`config.mk`:
```
export PLATFORM = sky130hd
export DESIGN_NAME = drive_update_scheduler
export DESIGN_NICKNAME = d
export VERILOG_FILES = /design/src/rtl/drive_sched_pkg.sv /design/src/rtl/upd_gap_timer.sv /design/src/rtl/drive_update_scheduler.sv
export SDC_FILE = /design/constraint.sdc
export NUM_CORES = 1
export LEC_CHECK = 0
export BUFFER_PORTS_ARGS = -buffer_cell sky130_fd_sc_hd__buf_2
export CAP_MARGIN = 5
export CORE_MARGIN = 8
export CORE_UTILIZATION = 50
export DETAILED_ROUTE_END_ITERATION = 10
export PLACE_DENSITY_LB_ADDON = 0.3
export SYNTH_ARGS = -nofsm -noshare
export SYNTH_HDL_FRONTEND = slang
export SYNTH_SLANG_ARGS = --single-unit
```
`constraint.sdc`:
```
create_clock -name clk -period 2.3 [get_ports clk]
set_input_delay 0.115 -clock clk [delete_from_list [all_inputs] [get_ports clk]]
set_output_delay 0.115 -clock clk [all_outputs]
set_load 0.02 [all_outputs]
```
`src/rtl/drive_sched_pkg.sv`:
```
// Shared definitions for the drive update scheduler: FSM states, grant
// encoding, DAC word width, default drive values and the clamp helper.
package drive_sched_pkg;

  localparam int DAC_W  = 16;
  localparam int GAP_W  = 16;
  localparam int WAIT_W = 24;

  // Default values shared with the driver controller
  localparam logic [DAC_W-1:0] DEF_RESET_CURRENT = 16'h3FF0;
  localparam logic [DAC_W-1:0] DEF_RESET_LIMIT   = 16'h5FFF;
  localparam logic [DAC_W-1:0] DEF_MAX_CURRENT   = 16'h5FFF;
  localparam logic [DAC_W-1:0] DEF_SAFE_CURRENT  = 16'h0000;

  typedef enum logic [1:0] {
    ST_IDLE     = 2'd0,
    ST_WAIT_WIN = 2'd1,
    ST_COMMIT   = 2'd2,
    ST_GAP      = 2'd3
  } sched_state_e;

  typedef enum logic {
    GNT_HOST = 1'b0,
    GNT_SAFE = 1'b1
  } grant_e;

  // Unsigned minimum of two DAC words
  function automatic logic [DAC_W-1:0] min_dac(input logic [DAC_W-1:0] a,
                                               input logic [DAC_W-1:0] b);
    return (a < b) ? a : b;
  endfunction

endpackage

```
`src/rtl/upd_gap_timer.sv`:
```
// Loadable down-counter that spaces consecutive DAC updates. It stops at
// zero and reports done while the count is zero.
module upd_gap_timer
  import drive_sched_pkg::*;
(
  input  logic             clk,
  input  logic             rstn,
  input  logic             load,
  input  logic [GAP_W-1:0] load_val,
  output logic             done
);

  logic [GAP_W-1:0] cnt_q;
  logic [GAP_W-1:0] cnt_d;

  // Next count: load takes priority, otherwise count down to zero and hold
  always_comb begin
    cnt_d = cnt_q;
    if (load) begin
      cnt_d = load_val;
    end else if (cnt_q != {GAP_W{1'b0}}) begin
      cnt_d = cnt_q - {{(GAP_W-1){1'b0}}, 1'b1};
    end else begin
      cnt_d = cnt_q;
    end
  end

  // Count register
  always_ff @(posedge clk or negedge rstn) begin
    if (!rstn) begin
      cnt_q <= {GAP_W{1'b0}};
    end else begin
      cnt_q <= cnt_d;
    end
  end

  assign done = (cnt_q == {GAP_W{1'b0}});

endmodule

```
`src/rtl/drive_update_scheduler.sv`:
```
// Arbitrates host and safety writes into the laser driver DAC path.
// Safety preempts host, host writes wait for a window outside the drive
// period and are clamped, and updates are spaced by a gap so one DAC SPI
// frame finishes before the next one is issued.
module drive_update_scheduler
  import drive_sched_pkg::*;
#(
  parameter logic [DAC_W-1:0]  RESET_CURRENT = DEF_RESET_CURRENT,
  parameter logic [DAC_W-1:0]  RESET_LIMIT   = DEF_RESET_LIMIT,
  parameter logic [DAC_W-1:0]  MAX_CURRENT   = DEF_MAX_CURRENT,
  parameter logic [DAC_W-1:0]  SAFE_CURRENT  = DEF_SAFE_CURRENT,
  parameter int                UPDATE_GAP    = 64,
  parameter logic [WAIT_W-1:0] HOST_TIMEOUT  = 24'hFFFFFF
)(
  input  logic        clk,
  input  logic        rstn,
  input  logic        host_req,
  input  logic [15:0] host_current,
  input  logic [15:0] host_limit,
  output logic        host_ack,
  input  logic        safe_req,
  output logic        safe_ack,
  input  logic        safe_clear,
  input  logic        period_active,
  input  logic        clear_flags,
  output logic [15:0] drive_current,
  output logic [15:0] drive_current_limit,
  output logic        drive_current_update,
  output logic        busy,
  output logic        safe_latched,
  output logic        host_timeout,
  output logic        clamp_flag
);

  localparam logic [GAP_W-1:0] GAP_LOAD = 16'(UPDATE_GAP - 1);

  sched_state_e      state_q, state_d;
  grant_e            grant_q, grant_d;
  logic [DAC_W-1:0]  cur_lat_q, cur_lat_d;
  logic [DAC_W-1:0]  lim_lat_q, lim_lat_d;
  logic [WAIT_W-1:0] wait_cnt_q, wait_cnt_d;
  logic [DAC_W-1:0]  drive_current_q, drive_current_d;
  logic [DAC_W-1:0]  drive_current_limit_q, drive_current_limit_d;
  logic              update_q, update_d;
  logic              host_ack_q, host_ack_d;
  logic              safe_ack_q, safe_ack_d;
  logic              busy_q, busy_d;
  logic              safe_latched_q, safe_latched_d;
  logic              host_timeout_q, host_timeout_d;
  logic              clamp_flag_q, clamp_flag_d;

  logic              gap_load_s;
  logic              gap_done_s;
  logic              clamp_set_s;
  logic              timeout_set_s;
  logic [DAC_W-1:0]  host_lim_clamped_s;
  logic [DAC_W-1:0]  host_cur_clamped_s;
  logic              host_clamped_s;

  // Host values are limited to the ceiling, and current never exceeds limit
  always_comb begin
    host_lim_clamped_s = min_dac(host_limit, MAX_CURRENT);
    host_cur_clamped_s = min_dac(min_dac(host_current, MAX_CURRENT), host_lim_clamped_s);
    host_clamped_s     = (host_lim_clamped_s != host_limit) ||
                         (host_cur_clamped_s != host_current);
  end

  // Next-state and output computation for the scheduler FSM
  always_comb begin
    state_d               = state_q;
    grant_d               = grant_q;
    cur_lat_d             = cur_lat_q;
    lim_lat_d             = lim_lat_q;
    wait_cnt_d            = wait_cnt_q;
    drive_current_d       = drive_current_q;
    drive_current_limit_d = drive_current_limit_q;
    update_d              = 1'b0;
    host_ack_d            = 1'b0;
    safe_ack_d            = 1'b0;
    gap_load_s            = 1'b0;
    clamp_set_s           = 1'b0;
    timeout_set_s         = 1'b0;

    // A safety commit below overrides the release
    if (safe_clear) begin
      safe_latched_d = 1'b0;
    end else begin
      safe_latched_d = safe_latched_q;
    end

    case (state_q)
      ST_IDLE: begin
        if (safe_req) begin
          cur_lat_d = SAFE_CURRENT;
          lim_lat_d = drive_current_limit_q;
          grant_d   = GNT_SAFE;
          state_d   = ST_COMMIT;
        end else if (host_req && !safe_latched_q) begin
          cur_lat_d   = host_cur_clamped_s;
          lim_lat_d   = host_lim_clamped_s;
          grant_d     = GNT_HOST;
          wait_cnt_d  = {WAIT_W{1'b0}};
          clamp_set_s = host_clamped_s;
          state_d     = ST_WAIT_WIN;
        end else begin
          state_d = ST_IDLE;
        end
      end
      ST_WAIT_WIN: begin
        if (safe_req) begin
          // Host stays pending; it is re-granted once back in IDLE
          cur_lat_d = SAFE_CURRENT;
          lim_lat_d = drive_current_limit_q;
          grant_d   = GNT_SAFE;
          state_d   = ST_COMMIT;
        end else if (!host_req) begin
          state_d = ST_IDLE;
        end else if (!period_active) begin
          state_d = ST_COMMIT;
        end else if (wait_cnt_q == HOST_TIMEOUT) begin
          timeout_set_s = 1'b1;
        end else begin
          wait_cnt_d    = wait_cnt_q + 24'd1;
          timeout_set_s = ((wait_cnt_q + 24'd1) == HOST_TIMEOUT);
        end
      end
      ST_COMMIT: begin
        drive_current_d       = cur_lat_q;
        drive_current_limit_d = lim_lat_q;
        update_d              = 1'b1;
        gap_load_s            = 1'b1;
        state_d               = ST_GAP;
        if (grant_q == GNT_SAFE) begin
          safe_ack_d     = 1'b1;
          safe_latched_d = 1'b1;
        end else begin
          host_ack_d = 1'b1;
        end
      end
      ST_GAP: begin
        if (gap_done_s) begin
          state_d = ST_IDLE;
        end else begin
          state_d = ST_GAP;
        end
      end
      default: begin
        state_d = ST_IDLE;
      end
    endcase

    // Sticky flags: a set in the same cycle as clear_flags wins
    clamp_flag_d   = clamp_set_s   | (clamp_flag_q   & ~clear_flags);
    host_timeout_d = timeout_set_s | (host_timeout_q & ~clear_flags);
    busy_d         = (state_d != ST_IDLE);
  end

  // State and output registers
  always_ff @(posedge clk or negedge rstn) begin
    if (!rstn) begin
      state_q               <= ST_IDLE;
      grant_q               <= GNT_HOST;
      cur_lat_q             <= RESET_CURRENT;
      lim_lat_q             <= RESET_LIMIT;
      wait_cnt_q            <= {WAIT_W{1'b0}};
      drive_current_q       <= RESET_CURRENT;
      drive_current_limit_q <= RESET_LIMIT;
      update_q              <= 1'b0;
      host_ack_q            <= 1'b0;
      safe_ack_q            <= 1'b0;
      busy_q                <= 1'b0;
      safe_latched_q        <= 1'b0;
      host_timeout_q        <= 1'b0;
      clamp_flag_q          <= 1'b0;
    end else begin
      state_q               <= state_d;
      grant_q               <= grant_d;
      cur_lat_q             <= cur_lat_d;
      lim_lat_q             <= lim_lat_d;
      wait_cnt_q            <= wait_cnt_d;
      drive_current_q       <= drive_current_d;
      drive_current_limit_q <= drive_current_limit_d;
      update_q              <= update_d;
      host_ack_q            <= host_ack_d;
      safe_ack_q            <= safe_ack_d;
      busy_q                <= busy_d;
      safe_latched_q        <= safe_latched_d;
      host_timeout_q        <= host_timeout_d;
      clamp_flag_q          <= clamp_flag_d;
    end
  end

  upd_gap_timer u_gap_timer (
    .clk      (clk),
    .rstn     (rstn),
    .load     (gap_load_s),
    .load_val (GAP_LOAD),
    .done     (gap_done_s)
  );

  assign drive_current        = drive_current_q;
  assign drive_current_limit  = drive_current_limit_q;
  assign drive_current_update = update_q;
  assign host_ack             = host_ack_q;
  assign safe_ack             = safe_ack_q;
  assign busy                 = busy_q;
  assign safe_latched         = safe_latched_q;
  assign host_timeout         = host_timeout_q;
  assign clamp_flag           = clamp_flag_q;

endmodule

```
Yosys cells after proc, flatten, opt, wreduce, memory -nomap -nowiden
Cells that the tools add are included.

Flip-flop bits (word level): 114. Input port bits: 39. Output and inout bits: 39. Word-level logic and storage cells: 98.

$add $sub $neg: 2. Order comparisons: 3. Equality and inequality tests: 15. Multiplexer cells: 47. Bitwise gates (word level): 5. Reductions and logical operators: 11.

Operators by type and width (count): two-way mux 16 bit (11); two-way mux 24 bit (6); one-hot mux 16 bit (2 select lines) (2); == test 24 bit (second input constant) (2); one-hot mux 24 bit (2 select lines) (1); less-than comparator 16 x 15 -> 1 bit (second input constant) (2); inequality test 16 bit (2); adder 24 x 1 -> 24 bit (second input constant) (1); two-way mux 1 bit (20); logical NOT 16 bit (1); less-than comparator 16 bit (1); nonzero test 16 bit (1); subtractor 16 x 1 -> 16 bit (second input constant) (1); inequality test 2 bit (second input constant) (7); two-way mux 2 bit (5); one-hot mux 2 bit (4 select lines) (1); AND reduction 7 bit (1); nonzero test 2 bit (3); == test 2 bit (second input constant) (2); inequality test 3 bit (second input constant) (1); AND reduction 3 bit (1); AND 1 bit (2); == test 2 x 1 -> 1 bit (second input constant) (1); logical NOT 2 bit (1); other kinds (6) (7).

Logic depth before layout (Yosys ltp)
Gate-level depths: netlist of run 1.

Depth after elaboration: 10. Depth in mapped cells: 15. Mapped depth without buffers: 11.

By module
A second synthesis of run 1 with hierarchy kept.

Cell total of the unflattened synthesis: 675. Area, all modules: 6507.5 µm².

By module, submodules not included: drive_update_scheduler (times used 1, cells an instance 571, area an instance 5501.5 µm²); upd_gap_timer (times used 1, cells an instance 104, area an instance 1006.0 µm²).

Least setup slack after synthesis of run 1
OpenSTA, ideal clock, no wires.

Path type: input to register. Start: input host_current[13]. End: register cur_lat_q[13]. Setup time: 0.083 ns. Arrival: 3.189 ns. Data required time: 2.217 ns. Setup slack: -0.972 ns. Cell stages on the path: 14. Buffers on the path: 4. Cells stage by stage: nand2b_1 nor4_1 o31ai_1 clkbuf_1 nand2_1 ha_1 and4_1 and3_1 or4b_1 buf_2 or2_1 buf_6 buf_6 a221o_1.

Word-level cells in the longest chain between the ends: 7.

RTL lines: start, declared (line drive_update_scheduler.sv:18) `input logic [15:0] host_current,`; less-than comparator 16 x 15 -> 1 bit (line drive_sched_pkg.sv:30) `return (a < b) ? a : b;`; two-way mux 16 bit * (line drive_sched_pkg.sv:30); less-than comparator 16 bit (line drive_sched_pkg.sv:30); two-way mux 16 bit * (line drive_sched_pkg.sv:30); two-way mux 16 bit * (line drive_update_scheduler.sv:98) `end else if (host_req && !safe_latched_q) begin`; two-way mux 16 bit * (line drive_update_scheduler.sv:93) `if (safe_req) begin`; one-hot mux 16 bit (2 select lines) * (line drive_update_scheduler.sv:91) `case (state_q)`; end signal, assigned (line drive_update_scheduler.sv:178) `cur_lat_q <= cur_lat_d;`; end, declared (line drive_update_scheduler.sv:39) `logic [DAC_W-1:0] cur_lat_q, cur_lat_d;`.

Every way passes the cells marked *; elsewhere a longest branch is shown, timed or not. The select of a mux whose other input is x is not followed. A chain may end at the register's enable or synchronous reset.

Worst setup path after layout of run 1
Start: input host_current[13]. End: register cur_lat_q[3].

The elaborated chain is that of the path after synthesis.

==> flow_summary.json, run 1 <==
{
  "cts-root-buf": "clkbuf_16",
  "multi_input_area_um2": 3620,
  "drc_errors": 0,
  "first_pass_iters": 4,
  "vias": 6368,
  "post-route-util_pct": 70.0,
  "grt_pass1_wl_um": 31200,
  "synth_cell_types": 62,
  "synthFlopType": "dfrtp_1",
  "clk_path_buf_depth": 2,
  "layout.cells.non_filler": 1102,
  "hold_slack_ns": 0.0333,
  "hpwlAfterDp_um": 13900,
  "synth.area.top_cells": "dfrtp_1, dfstp_2, nand2_1",
  "rsz0062_at_grt": "true",
  "power_mw": 7.78,
  "finalWorstSetupSlack_ns": -0.209,
  "p_clk_share_pct": 32.7,
  "drtIter0Drc": 530,
  "ys_seq_area_share_pct": 45.6,
  "area_delta_synth_final_pct": 37.6,
  "setup_violations": 16,
  "grt_usage_pct": 23.8,
  "grt.overflow.total": 0,
  "crit_fanout": 8,
  "grt_pass1_vias": 6309,
  "vdd_ir_drop_max_uv": 693,
  "p_int_mw": 5.31,
  "synth.top_cell.area_share_pct": 25.8,
  "p_leak_nw": 4.00,
  "path_cells": "buf_6 -> nand2b_4 -> nor4_4 -> o31ai_4 -> buf_6 -> nand2b_4 -> ha_4 -> a21oi_2 -> o21ai_1 -> and2_1 -> or4b_4 -> or2_4 -> a221o_1",
  "synth_nets": 808,
  "io_buffers": 77,
  "fill_cells": 958,
  "relSlewSlack_pct": 56.0,
  "cts.sink_count": 114,
  "path_class": "input port to register",
  "routed_via_density": 5.78,
  "slowest_delay_ns": 0.60,
  "synth_seq_cells": 114,
  "post_synth.cell_area_avg_um2": 8.50,
  "setup_tns_ns": -2.61,
  "pwr-share-comb_pct": 26.1,
  "status": "finished, violations left",
  "p_switching_mw": 2.47,
  "drt_wl_total_um": 19800,
  "min_period_over_period_pct": 109,
  "die_w_um": 129,
  "clk_pin_slew_ns": 0.05,
  "fmax_mhz": 399,
  "drive_gt1_share_pct": 34.8,
  "tritoncts": "done",
  "io_pins": 78,
  "start_util_pct": 50.8,
  "r2r_setup_slack_ns": 0.10,
  "die_area_um2": 16700,
  "worst_pin_slew_ns": 0.653,
  "die_h_um": 129,
  "postRouteAntennaNets": 0,
  "syn_inst": 752,
  "cp_data_arrival_time_ns": 2.80,
  "crit_path_end_kind": "register",
  "n_antenna_cell": 0,
  "cts_htree_levels": 4,
  "placementRows": 41,
  "p_seq_share_pct": 41.2,
  "placed_area_um2": 7610,
  "crit_path_start_kind": "input port",
  "synth_top_cell_by_area": "dfrtp_1",
  "drv_cap": 0,
  "seq_area_um2": 2910,
  "nets": 973,
  "synth-edff-count": 0,
  "synth_area_um2": 6390,
  "grt_max_degree": 51,
  "cts_buffers": 17,
  "final_cell_area_um2": 8790,
  "slew_viol_final": 0,
  "post-synth-top-count-cell": "nand2_1",
  "antenna_found_initial": 0,
  "finalHoldViolCount": 0,
  "p_per_area_nw_per_um2": 885,
  "dp_slack_ns": -0.950,
  "place.gp.congestion": 0.997,
  "required_ns": 2.59,
  "min_path_type": "input port to register",
  "dp.cells": 1057,
  "clk_latency_ns": 0.41,
  "wl_per_cell_um": 18.0,
  "min_period_ns": 2.51,
  "skew_ns": 0.00573,
  "synth-async-reset-ratio_pct": 100,
  "core_um2": 12600,
  "yosys_warnings": 0,
  "synth_commonest_cells": "nand2_1, o21ai_0, dfrtp_1",
  "switching_share_pct": 31.8,
  "crit_path_top_delay_cell": "or4b_4",
  "violations": "setup timing"
}
-- timing repair --
| item | in CTS | in global routing |
|---|---|---|
| pin swaps | 23 | 10 |
| gates resized for setup | 49 | 39 |
| buffers inserted | 4 | 3 |
| gates cloned | 2 | 2 |
| hold buffers | 2 | 0 |
| endpoints found under the hold margin | 18 | 0 |
| endpoints found under the setup margin | 20 | 27 |
-- layer usage --
layer,share of wire (%),global-route usage (%)
met2,51,39.5
met4,2.8,10.1
met5,0,0
met3,5.2,5.55
met1,41,29.2
-- power groups by stage --
stage,Clock [mW],Combinational [mW],Sequential (mW)
2_1_floorplan,0,0.874,3.45
3_3_place_gp,0,1.79,3.18
3_5_place_dp,0,1.87,3.22
4_1_cts,2.59,1.97,3.20
5_1_grt,2.67,2.23,3.28
6_report,2.55,2.03,3.21
-- critical path, delay by kind of cell --
family | cells | cell delay (ns)
buf+inv | 2 | 0.27
fa+ha+maj | 1 | 0.21
simple gates | 6 | 1.62
compound gates | 4 | 0.59
-- registers in the layout, summed over array words and instances (netlist names), 2 cells and up --
| register | count |
|---|---|
| wait_cnt_q | 24 |
| cur_lat_q | 16 |
| drive_current | 16 |
| drive_current_limit | 16 |
| lim_lat_q | 16 |
| u_gap_timer.cnt_q | 16 |
| state_q | 2 |
-- worst paths after layout --
check,to,startpoint,cells after the start
max,cur_lat_q[3],host_current[13],13
min,state_q[1],host_req,3
max reg2reg,wait_cnt_q[4],wait_cnt_q[1],8
min reg2reg,drive_current_limit[1],lim_lat_q[1],2
max in group asynchronous,wait_cnt_q[14],rstn,3
min in group asynchronous,u_gap_timer.cnt_q[14],rstn,2
-- kinds of logic after synthesis --
logic type,after synthesis,share of synthesized area (%)
adders and majority gates,17,3.33
other,2,0.118
xor gates and xnor gates,18,2.47
AOI/OAI and AO/OA,165,16.4
muxes,1,0.157
DFF,114,45.6
and+or+nand+nor,366,27.4
buffers and inverters,69,4.62
-- layout make-up --
type / count / area share (%)
Tap cell: 172 / 2.45
Timing Repair Buffer: 190 / 15.7
Clock buffer: 26 / 5.56
Clock inverter: 6 / 0.939
Sequential cell: 114 / 33.1
Inverter: 24 / 1.02
Multi-Input combinational cell: 570 / 41.2
-- layout by cell type (no fill, tap or decap), types with 9 or more instances in the layout --
cell / instances
a21oi_1: 18
a221o_1: 13
buf_2: 64
buf_4: 105
buf_6: 15
clkbuf_16: 18
dfrtp_1: 65
dfstp_2: 48
inv_1: 23
nand2_1: 167
nand3_1: 21
nand4_1: 13
nor2_1: 50
nor3_1: 20
nor4_1: 9
o21ai_0: 74
o22ai_1: 9
or3_1: 11
xnor2_1: 10
Note: power is estimated with default switching activity, not from simulation.
==> run 2, diff against run 1 <==
--- a/config.mk
+++ b/config.mk
@@ -8,9 +8,9 @@
 export BUFFER_PORTS_ARGS = -buffer_cell sky130_fd_sc_hd__buf_2
 export CAP_MARGIN = 5
 export CORE_MARGIN = 8
-export CORE_UTILIZATION = 50
+export CORE_UTILIZATION = 53
 export DETAILED_ROUTE_END_ITERATION = 10
-export PLACE_DENSITY_LB_ADDON = 0.3
+export PLACE_DENSITY = 0.86
 export SYNTH_ARGS = -nofsm -noshare
 export SYNTH_HDL_FRONTEND = slang
 export SYNTH_SLANG_ARGS = --single-unit
==> flow_summary.json, run 2 (same netlist as run 1, synthesis figures left out) <==
{
  "min_period_over_period_pct": 110,
  "wl_met2_um": 9780,
  "p_clk_share_pct": 35.0,
  "maxUsedRoutingLayer": "met4",
  "routed_via_density": 5.95,
  "grt_usage_pct": 25.1,
  "die_area_um2": 15800,
  "die_w_um": 126,
  "area_delta_synth_final_pct": 38.1,
  "crit_fanout": 8,
  "drtIter0Drc": 794,
  "dp.cells": 1035,
  "wl_met3_um": 1360,
  "min_path_type": "input port to register",
  "cts-root-buf": "clkbuf_16",
  "nets": 980,
  "drt_wl_total_um": 20000,
  "relSlewSlack_pct": 53.9,
  "largest_register_ffs": 24,
  "io_buffers": 77,
  "hpwlAfterDp_um": 13400,
  "drive_gt1_share_pct": 36.2,
  "antenna_found_initial": 0,
  "crit_path_end_kind": "register",
  "placementRows": 40,
  "p_switching_mw": 2.56,
  "final_common_cell": "nand2_1",
  "worst_pin_slew_ns": 0.687,
  "layout_common_cells": "nand2_1, buf_4, o21ai_0, buf_2, dfrtp_1",
  "clk_latency_ns": 0.42,
  "pwr-share-comb_pct": 25.2,
  "layout.cells.non_filler": 1084,
  "drv_cap": 0,
  "p_int_mw": 5.49,
  "rsz0062_at_grt": "true",
  "violations": "setup timing",
  "switching_share_pct": 31.8,
  "first_pass_iters": 5,
  "min_period_ns": 2.53,
  "p_seq_share_pct": 39.8,
  "skew_ns": 0.0100,
  "cts.sink_count": 114,
  "fmax_mhz": 395,
  "post-route-util_pct": 74.1,
  "finalWorstSetupSlack_ns": -0.232,
  "required_ns": 2.60,
  "clk_path_buf_depth": 2,
  "start_util_pct": 53.6,
  "regMostFlops": "wait_cnt_q",
  "die_h_um": 126,
  "cp_data_arrival_time_ns": 2.83,
  "vdd_ir_drop_max_uv": 786,
  "cts_htree_levels": 4,
  "postRouteAntennaNets": 0,
  "path_class": "input port to register",
  "crit_path_start_kind": "input port",
  "n_antenna_cell": 0,
  "p_leak_nw": 4.04,
  "p_per_area_nw_per_um2": 912,
  "vias": 6448,
  "hold_slack_ns": 0.0367,
  "place.gp.congestion": 1.01,
  "drc_errors": 0,
  "grt.overflow.total": 0,
  "setup_violations": 16,
  "power_mw": 8.05,
  "wl_met1_um": 8050,
  "io_pins": 78,
  "grt_pass1_vias": 6420,
  "cts_buffers": 17,
  "tritoncts": "done",
  "fill_cells": 810,
  "core_um2": 11900,
  "slew_viol_final": 0,
  "grt_pass1_wl_um": 32200,
  "wl_per_cell_um": 18.5,
  "finalHoldViolCount": 0,
  "grt_max_degree": 50,
  "clk_pin_slew_ns": 0.05,
  "status": "finished, violations left"
}
run 2: cell count changes in the layout (fill, tap and decap cells not counted), moves of 4 or more:
| cell | delta |
|---|---|
| buf_2 | +5 |
| clkbuf_1 | -5 |
| buf_4 | +5 |
| nor4b_4 | -4 |
| nor4b_2 | +6 |
run 2: metrics by stage:
stage	setup TNS (ns)	instance area, µm²	setup slack, ns
floorplan	-11.08	6440	-0.727
global route	-4.02	8830	-0.315
global placement	-12.67	7620	-0.847
CTS	-1.45	8670	-0.144
detailed placement	-13.49	7620	-0.911
finish	-2.84	8830	-0.232
run 2: per-layer routing:
metal,vias to the layer above,global-route usage (%)
li1,3003,-
met1,3065,30.4
met2,311,41.0
met3,69,5.65
met4,0,13.7
met5,-,0
run 2: critical path, cell delays in order:
cell and delay (ns):
buf_2 0.11, nand4_1 0.13, nor4_2 0.31, o31ai_2 0.12
buf_6 0.16, nand2_2 0.09, ha_2 0.27, and4_1 0.17
nand4_1 0.10, a2111oi_2 0.06, or4b_4 0.53, or2_4 0.32
a221o_1 0.31
run 2: worst paths after layout:
check | from | to | slack, ns | cells past startpoint
setup / recovery | host_current[2] | cur_lat_q[1] | -0.23 | 13
hold / removal | host_req | state_q[1] | 0.04 | 3
setup reg to reg | wait_cnt_q[2] | wait_cnt_q[21] | 0.08 | 5
hold reg to reg | grant_q | host_ack | 0.43 | 1
max in group asynchronous | rstn | drive_current[8] | 1.32 | 3
min in group asynchronous | rstn | u_gap_timer.cnt_q[0] | 0.28 | 2
run 2: power groups by stage:
stage                     combinational [mW]  sequential (mW)  clock, mW
final                                   2.03             3.20       2.82
after global routing                    2.23             3.28       2.93
after CTS                               1.97             3.19       2.83
after detailed placement                1.85             3.20          0
after global placement                  1.78             3.18          0
after floorplan                        0.874             3.45          0
run 2: layout make-up:
cell class / instances / area [µm²] / area share, %
clock buffers: 21 / 493 / 5.58
inverters: 24 / 90.1 / 1.02
multi-input cells: 570 / 3600 / 40.8
flip-flops and latches: 114 / 2910 / 33.0
clock inverters: 11 / 144 / 1.63
repair buffers: 197 / 1410 / 15.9
well taps: 147 / 184 / 2.08
run 2: timing repair:
| item | in CTS | in global routing |
|---|---|---|
| endpoints found under the hold margin | 25 | 0 |
| gates cloned | 1 | 1 |
| endpoints found under the setup margin | 18 | 33 |
| hold buffers | 2 | 0 |
| resized for setup | 62 | 23 |
| pin swaps | 32 | 3 |
| buffers inserted | 7 | 6 |
